File: config.mk
export PLATFORM = sky130hd
export DESIGN_NAME = capture_sequencer
export DESIGN_NICKNAME = d
export VERILOG_FILES = /design/src/rtl/capture_sequencer_pkg.sv /design/src/rtl/capture_sequencer_fval_edge.sv /design/src/rtl/capture_sequencer.sv
export SDC_FILE = /design/constraint.sdc
export NUM_CORES = 1
export LEC_CHECK = 0
export CORE_UTILIZATION = 55
export DETAILED_ROUTE_END_ITERATION = 10
export GPL_ROUTABILITY_DRIVEN = 1
export PLACE_DENSITY = 0.92
export SLEW_MARGIN = 15
export SYNTH_ARGS = -nofsm -noshare
export SYNTH_HDL_FRONTEND = slang
export SYNTH_SLANG_ARGS = --single-unit
File: constraint.sdc
create_clock -name iCLK -period 3.3 [get_ports iCLK]
set_input_delay 0.66 -clock iCLK [delete_from_list [all_inputs] [get_ports iCLK]]
set_output_delay 0.66 -clock iCLK [all_outputs]
set_load 0.02 [all_outputs]
File: src/rtl/capture_sequencer_pkg.sv
// Shared command opcodes, FSM state encoding and window clamp helper
// for the frame capture sequencer.
package capture_sequencer_pkg;

    localparam logic [1:0] OP_NOP     = 2'd0;
    localparam logic [1:0] OP_SNAP    = 2'd1;
    localparam logic [1:0] OP_STOP    = 2'd2;
    localparam logic [1:0] OP_SET_WIN = 2'd3;

    localparam logic [2:0] ST_IDLE  = 3'd0;
    localparam logic [2:0] ST_SYNC  = 3'd1;
    localparam logic [2:0] ST_ARMED = 3'd2;
    localparam logic [2:0] ST_RUN   = 3'd3;
    localparam logic [2:0] ST_DRAIN = 3'd4;

    function automatic logic [15:0] clamp_u16(input logic [15:0] v, input logic [15:0] lim);
        return (v > lim) ? lim : v;
    endfunction

endpackage

File: src/rtl/capture_sequencer_fval_edge.sv
// Registers the sensor frame-valid once and flags its rising/falling edges.
module fval_edge (
    input  logic iCLK,
    input  logic iRST_N,
    input  logic fval_i,
    output logic rise_o,
    output logic fall_o
);

    logic pfval_q;

    always_ff @(posedge iCLK or negedge iRST_N) begin
        if (!iRST_N) pfval_q <= 1'b0;
        else         pfval_q <= fval_i;
    end

    assign rise_o = ~pfval_q &  fval_i;
    assign fall_o =  pfval_q & ~fval_i;

endmodule

File: src/rtl/capture_sequencer.sv
// Frame capture sequencer: arms the capture datapath on frame boundaries,
// counts frames per SNAP, and aborts to IDLE on a frame-valid watchdog.
module capture_sequencer
    import capture_sequencer_pkg::*;
#(
    parameter int unsigned CNT_W   = 16,
    parameter int unsigned MAX_X   = 640,
    parameter int unsigned MAX_Y   = 280,
    parameter int unsigned TIMEOUT = 2**24
) (
    input  logic             iCLK,
    input  logic             iRST_N,
    input  logic             iFVAL,
    input  logic             iCMD_VALID,
    input  logic [1:0]       iCMD_OP,
    input  logic [15:0]      iCMD_X,
    input  logic [15:0]      iCMD_Y,
    input  logic [CNT_W-1:0] iCMD_N,
    output logic             oCMD_READY,
    output logic             oSTART,
    output logic             oEND,
    output logic [15:0]      oX_POS,
    output logic [15:0]      oY_POS,
    output logic [CNT_W-1:0] oFRAME_CNT,
    output logic             oBUSY,
    output logic             oDONE,
    output logic             oERR
);

    localparam int unsigned WD_W = $clog2(TIMEOUT + 1);

    logic [2:0]       state_q, state_d;
    logic [CNT_W-1:0] cnt_q, cnt_d, n_q, n_d, cnt_inc;
    logic [15:0]      x_q, x_d, y_q, y_d;
    logic             start_q, start_d, end_q, end_d, done_q, done_d, err_q, err_d;
    logic             busy_q, ready_q;
    logic [WD_W-1:0]  wd_q, wd_d;
    logic             rise, fall, cmd_acc, stop_acc, wd_expire;

    fval_edge u_fval_edge (
        .iCLK   (iCLK),
        .iRST_N (iRST_N),
        .fval_i (iFVAL),
        .rise_o (rise),
        .fall_o (fall)
    );

    assign cmd_acc   = iCMD_VALID && ready_q;
    assign stop_acc  = iCMD_VALID && (iCMD_OP == OP_STOP) && (state_q != ST_IDLE);
    assign cnt_inc   = cnt_q + CNT_W'(1);
    assign wd_expire = (state_q != ST_IDLE) && !(rise || fall) && (wd_q == WD_W'(TIMEOUT - 1));

    always_comb begin
        state_d = state_q;
        cnt_d   = cnt_q;
        n_d     = n_q;
        x_d     = x_q;
        y_d     = y_q;
        start_d = 1'b0;
        end_d   = 1'b0;
        done_d  = 1'b0;
        err_d   = err_q;
        case (state_q)
            ST_IDLE: begin
                if (cmd_acc && iCMD_OP == OP_SNAP) begin
                    n_d     = iCMD_N;
                    cnt_d   = '0;
                    err_d   = 1'b0;
                    state_d = ST_SYNC;
                end else if (cmd_acc && iCMD_OP == OP_SET_WIN) begin
                    x_d = clamp_u16(iCMD_X, 16'(MAX_X));
                    y_d = clamp_u16(iCMD_Y, 16'(MAX_Y));
                end
            end
            ST_SYNC: begin
                if (stop_acc) begin
                    state_d = ST_IDLE;
                end else if (!iFVAL) begin
                    start_d = 1'b1;
                    state_d = ST_ARMED;
                end
            end
            ST_ARMED, ST_RUN: begin
                // A rise in the same cycle as STOP is counted first; STOP then
                // acts on whichever state the rise led to.
                if (rise) begin
                    cnt_d = cnt_inc;
                    if (state_q == ST_ARMED) begin
                        if (n_q == CNT_W'(1)) begin
                            end_d   = 1'b1;
                            state_d = ST_DRAIN;
                        end else begin
                            state_d = ST_RUN;
                        end
                    end else if (n_q != '0 && cnt_inc == n_q) begin
                        end_d   = 1'b1;
                        state_d = ST_DRAIN;
                    end
                end
                if (stop_acc && state_d == ST_ARMED) begin
                    end_d   = 1'b1;
                    state_d = ST_IDLE;
                end else if (stop_acc && state_d == ST_RUN) begin
                    end_d   = 1'b1;
                    state_d = ST_DRAIN;
                end
            end
            ST_DRAIN: begin
                if (fall) begin
                    done_d  = 1'b1;
                    state_d = ST_IDLE;
                end
            end
            default: state_d = ST_IDLE;
        endcase
        if (wd_expire) begin
            end_d   = (state_q == ST_ARMED) || (state_q == ST_RUN);
            start_d = 1'b0;
            done_d  = 1'b0;
            err_d   = 1'b1;
            state_d = ST_IDLE;
        end
    end

    always_comb begin
        if (state_d != state_q || rise || fall || state_q == ST_IDLE) wd_d = '0;
        else                                                          wd_d = wd_q + WD_W'(1);
    end

    always_ff @(posedge iCLK or negedge iRST_N) begin
        if (!iRST_N) begin
            state_q <= ST_IDLE;
            cnt_q   <= '0;
            n_q     <= '0;
            x_q     <= '0;
            y_q     <= '0;
            start_q <= 1'b0;
            end_q   <= 1'b0;
            done_q  <= 1'b0;
            err_q   <= 1'b0;
            busy_q  <= 1'b0;
            ready_q <= 1'b1;
            wd_q    <= '0;
        end else begin
            state_q <= state_d;
            cnt_q   <= cnt_d;
            n_q     <= n_d;
            x_q     <= x_d;
            y_q     <= y_d;
            start_q <= start_d;
            end_q   <= end_d;
            done_q  <= done_d;
            err_q   <= err_d;
            busy_q  <= (state_d != ST_IDLE);
            ready_q <= (state_d == ST_IDLE);
            wd_q    <= wd_d;
        end
    end

    assign oCMD_READY = ready_q;
    assign oSTART     = start_q;
    assign oEND       = end_q;
    assign oX_POS     = x_q;
    assign oY_POS     = y_q;
    assign oFRAME_CNT = cnt_q;
    assign oBUSY      = busy_q;
    assign oDONE      = done_q;
    assign oERR       = err_q;

endmodule

==> results_tabular.tex <==
\begin{tabular}{lr}
\hline
Metric & Value \\
\hline
\multicolumn{2}{l}{\textbf{Min path}} \\
Worst hold path class & in2async \\
\multicolumn{2}{l}{\textbf{Critical path}} \\
Worst-path fanout max & 7 \\
FF-to-FF setup slack & 0.58 ns \\
Launching point of the worst reg2reg path & oFRAME\_CNT[0]\$\_DFFE\_PN0P\_ \\
Endpoint kind of the worst setup timing path & register \\
Endpoint of the worst-slack reg-to-reg timing path & state\_q[0]\$\_DFF\_PN0\_ \\
Arr. time, crit path & 2.99 ns \\
Path type of the worst setup path & reg2reg \\
Setup crit start kind & register \\
Worst-case reg-to-reg path depth & 8 \\
Required @ worst endpoint & 3.57 ns \\
\multicolumn{2}{l}{\textbf{STA}} \\
Count of endpoints failing hold in the final timing report & 0 \\
Setup total negative slack & 0 ns \\
Relative max-transition margin & 0.541 \\
Final clock period utilization by the worst path & 0.825 \\
Tightest Pin Transition & 0.679 ns \\
RSZ-0062 raised after global routing & false \\
Tightest hold margin & 0.337 ns \\
Final Slew Violations & 0 \\
Clock Skews & 0.0123 ns \\
Final critical path time including I/O delays and setup & 2.72 ns \\
FMAX & 367 MHz \\
Number of endpoints failing setup at the final stage & 0 \\
\multicolumn{2}{l}{\textbf{Place}} \\
DP HPWL & 8290 um \\
Cell Count Post-Placement & 667 \\
GP Congestion & 0.888 \\
PortBufs & 107 \\
\multicolumn{2}{l}{\textbf{Synth}} \\
Library cell with the highest instance count after synthesis & sky130\_fd\_sc\_hd\_\_dfrtp\_1 \\
Part of the Yosys area used for sequential elements & 0.510 \\
Total of flip-flops plus latches after synthesis & 99 \\
Dominant cell type by area after synthesis & sky130\_fd\_sc\_hd\_\_dfrtp\_1 \\
Synthesis warning total & 0 \\
Main flop type after synthesis & sky130\_fd\_sc\_hd\_\_dfrtp\_1 \\
EDFF count, synth & 0 \\
Synth unique cells & 60 \\
Most frequent cells after synthesis & 98 x sky130\_fd\_sc\_hd\_\_dfrtp\_1, 53 x sky130\_fd\_sc\_hd\_\_nor2\_1, 33 x sky130\_fd\_sc\_hd\_\_nand2\_1 \\
Syn Area/Cell & 10.4 um\^{}2 \\
Post-synthesis net count & 526 \\
Cells taking the most area after synthesis & sky130\_fd\_sc\_hd\_\_dfrtp\_1 50\%, sky130\_fd\_sc\_hd\_\_xnor2\_1 4.5\%, sky130\_fd\_sc\_hd\_\_xor2\_1 4.1\% \\
Area share of the largest cell type after synthesis & 0.505 \\
Synthesized instance count & 468 \\
Mapped Area & 4860 um\^{}2 \\
Synth async-reset ratio & 1.00 \\
\multicolumn{2}{l}{\textbf{Cells and area}} \\
Area used by multi-input combinational logic & 2230 um\^{}2 \\
Relative area change from synthesis to final layout & 27.9\% \\
Final nets & 631 \\
Storage cell area & 2480 um\^{}2 \\
Filler Cells Inserted & 585 \\
Share of post-route cells with drive strength above 1 & 0.106 \\
Number of diodes & 0 \\
Count of non-filler cells in the finished layout & 682 \\
\multicolumn{2}{l}{\textbf{Clock network}} \\
Clock slew at reported path FFs & 0.10 ns \\
Setup repair bufs after CTS & 0 \\
Clock buffer count from CTS & 9 \\
Clk buf depth & 2 \\
Count of H-tree levels built during CTS & 3 \\
Number of clock sinks seen by CTS & 99 \\
Number of buffers added to fix hold violations after cts & 0 \\
Clock tree from TritonCTS & done \\
Post-CTS resize count & 0 \\
Worst-Skew Late Latency & 0.36 ns \\
CTS Root Buffer Type & sky130\_fd\_sc\_hd\_\_clkbuf\_8 \\
\multicolumn{2}{l}{\textbf{Floorplan}} \\
Number of I/O pins & 108 \\
Die X-Extent & 96.0 um \\
Starting density of the core & 0.580 \\
Placeable Area & 8380 um\^{}2 \\
Die Span Y & 96.0 um \\
Die ar. & 9220 um\^{}2 \\
Number of rows in the core area & 33 \\
\multicolumn{2}{l}{\textbf{Detailed routing}} \\
WL final & 11,400 um \\
Number of vias per cell after detailed routing & 5.75 \\
Remaining routing DRC violations & 0 \\
Number of optimization iterations in the first detailed-route pass & 6 \\
Number of nets still failing antenna checks after routing & 0 \\
Number of vias after detailed routing & 3,919 \\
Routed length per instance & 16.8 um \\
Initial detailed-routing violation count & 200 \\
\multicolumn{2}{l}{\textbf{Global route}} \\
Gr usage total & 0.270 \\
Initial antenna violation count & 0 \\
Pin count of the biggest net entering global routing & 100 \\
First-pass GRT wire length & 18,800 um \\
Via count of the first global-routing pass & 3,956 \\
Grt ovf & 0 \\
\multicolumn{2}{l}{\textbf{Pwr}} \\
Max VDD drop & 0.229 mV \\
Pwr/cell area & 460 nW/um\^{}2 \\
Static Leakage & 0.00267 uW \\
\multicolumn{2}{l}{\textbf{Outcome}} \\
Run status & finished, final reports clean \\
\multicolumn{2}{l}{\textbf{Job}} \\
Max Cap Violations & 0 \\
\hline
\end{tabular}
[cells in the final DEF, fill, tap and decap left out, types with 3 or more instances in the layout]
cell                                n
sky130_fd_sc_hd__nand4_1            7
sky130_fd_sc_hd__o31ai_1            3
sky130_fd_sc_hd__a31oi_1            6
sky130_fd_sc_hd__and2_1            19
sky130_fd_sc_hd__dfrtp_1           98
sky130_fd_sc_hd__xor2_1            23
sky130_fd_sc_hd__nand2_1           33
sky130_fd_sc_hd__a21oi_1           10
sky130_fd_sc_hd__inv_1             14
sky130_fd_sc_hd__and4_1             3
sky130_fd_sc_hd__nor2_1            53
sky130_fd_sc_hd__nor4_1             7
sky130_fd_sc_hd__inv_6              3
sky130_fd_sc_hd__clkdlybuf4s50_1  106
sky130_fd_sc_hd__clkbuf_8           9
sky130_fd_sc_hd__mux2_2            16
sky130_fd_sc_hd__nor3_1             9
sky130_fd_sc_hd__o21ai_0           27
sky130_fd_sc_hd__xnor2_1           25
sky130_fd_sc_hd__ha_1               4
sky130_fd_sc_hd__a211oi_1           3
sky130_fd_sc_hd__buf_4              8
sky130_fd_sc_hd__nand3_1           17
sky130_fd_sc_hd__a22o_1            14
sky130_fd_sc_hd__a22oi_1            3
sky130_fd_sc_hd__and3_1             9
[cells by family (layout without fill, tap and decap cells)]
logic type,Yosys count,count (layout),share of synthesized area
fa+ha+maj,5,5,0.0124
compound gates,80,80,0.111
xor+xnor,48,48,0.0865
buf+inv,35,144,0.0309
flops,99,99,0.510
simple gates,184,184,0.211
mux,17,17,0.0391
[layer usage]
metal	GRT usage	up-vias	wire length (um)
li1	-	1847	-
met1	0.347	1875	4780
met2	0.440	169	5710
met3	0.0561	28	664
met4	0.124	0	269
met5	0	-	0
[worst max-delay path by stage]
| stage | startpoint | endpoint | slack [ns] | depth (start not counted) |
|---|---|---|---|---|
| floorplan | oFRAME_CNT[0]$_DFFE_PN0P_ | state_q[0]$_DFF_PN0_ | 0.88 | 9 |
| global placement | iFVAL | oCMD_READY$_DFF_PN1_ | 0.70 | 7 |
| detailed placement | iFVAL | state_q[1]$_DFF_PN0_ | 0.61 | 7 |
| CTS | oFRAME_CNT[0]$_DFFE_PN0P_ | state_q[0]$_DFF_PN0_ | 0.65 | 8 |
| global route | oFRAME_CNT[0]$_DFFE_PN0P_ | state_q[0]$_DFF_PN0_ | 0.44 | 8 |
| finish | oFRAME_CNT[0]$_DFFE_PN0P_ | state_q[0]$_DFF_PN0_ | 0.58 | 8 |
[registers in the layout (all words and copies together), names as in the netlist]
name	flops
u_fval_edge.pfval_q	1
oSTART	1
oCMD_READY	1
oDONE	1
oEND	1
oBUSY	1
oY_POS	16
oFRAME_CNT	16
state_q	3
oX_POS	16
n_q	16
oERR	1
wd_q	25
[power breakdown]
group | total (uW) | leakage [uW] | switching (uW) | internal, uW
Clock | 729 | 0.0000926 | 443 | 287
Combinational | 638 | 0.00126 | 297 | 341
Sequential | 1490 | 0.00131 | 151 | 1340
Total | 2860 | 0.00267 | 891 | 1970
[critical path, cell delays in order, from the launching register on]
cell                       delay (ns)
sky130_fd_sc_hd__dfrtp_1         0.47
sky130_fd_sc_hd__and2_1          0.28
sky130_fd_sc_hd__nand2_1         0.23
sky130_fd_sc_hd__nor4_2          0.56
sky130_fd_sc_hd__xnor2_1         0.21
sky130_fd_sc_hd__nor2_1          0.11
sky130_fd_sc_hd__and3_4          0.20
sky130_fd_sc_hd__or3_4           0.34
sky130_fd_sc_hd__a211oi_2        0.24
[cell type report]
class                      count  share of cell area
tap                          105              0.0211
timing repair buffer         115               0.184
multi-input combinational    334               0.359
inverter                      14             0.00845
clock inverter                 6             0.00885
clock buffer                   9              0.0199
sequential                    99               0.399
[stage by stage]
stage | cell area [um^2] | power (uW) | util | setup WS [ns]
global placement | 6040 | 2100 | 0.720 | 0.703
global route | 6220 | 2990 | 0.742 | 0.439
detailed placement | 6040 | 2140 | 0.720 | 0.607
finish | 6220 | 2860 | 0.742 | 0.579
floorplan | 4860 | 1880 | - | 0.884
CTS | 6220 | 2870 | 0.742 | 0.651
No activity file was read; power rests on OpenSTA's default activity.
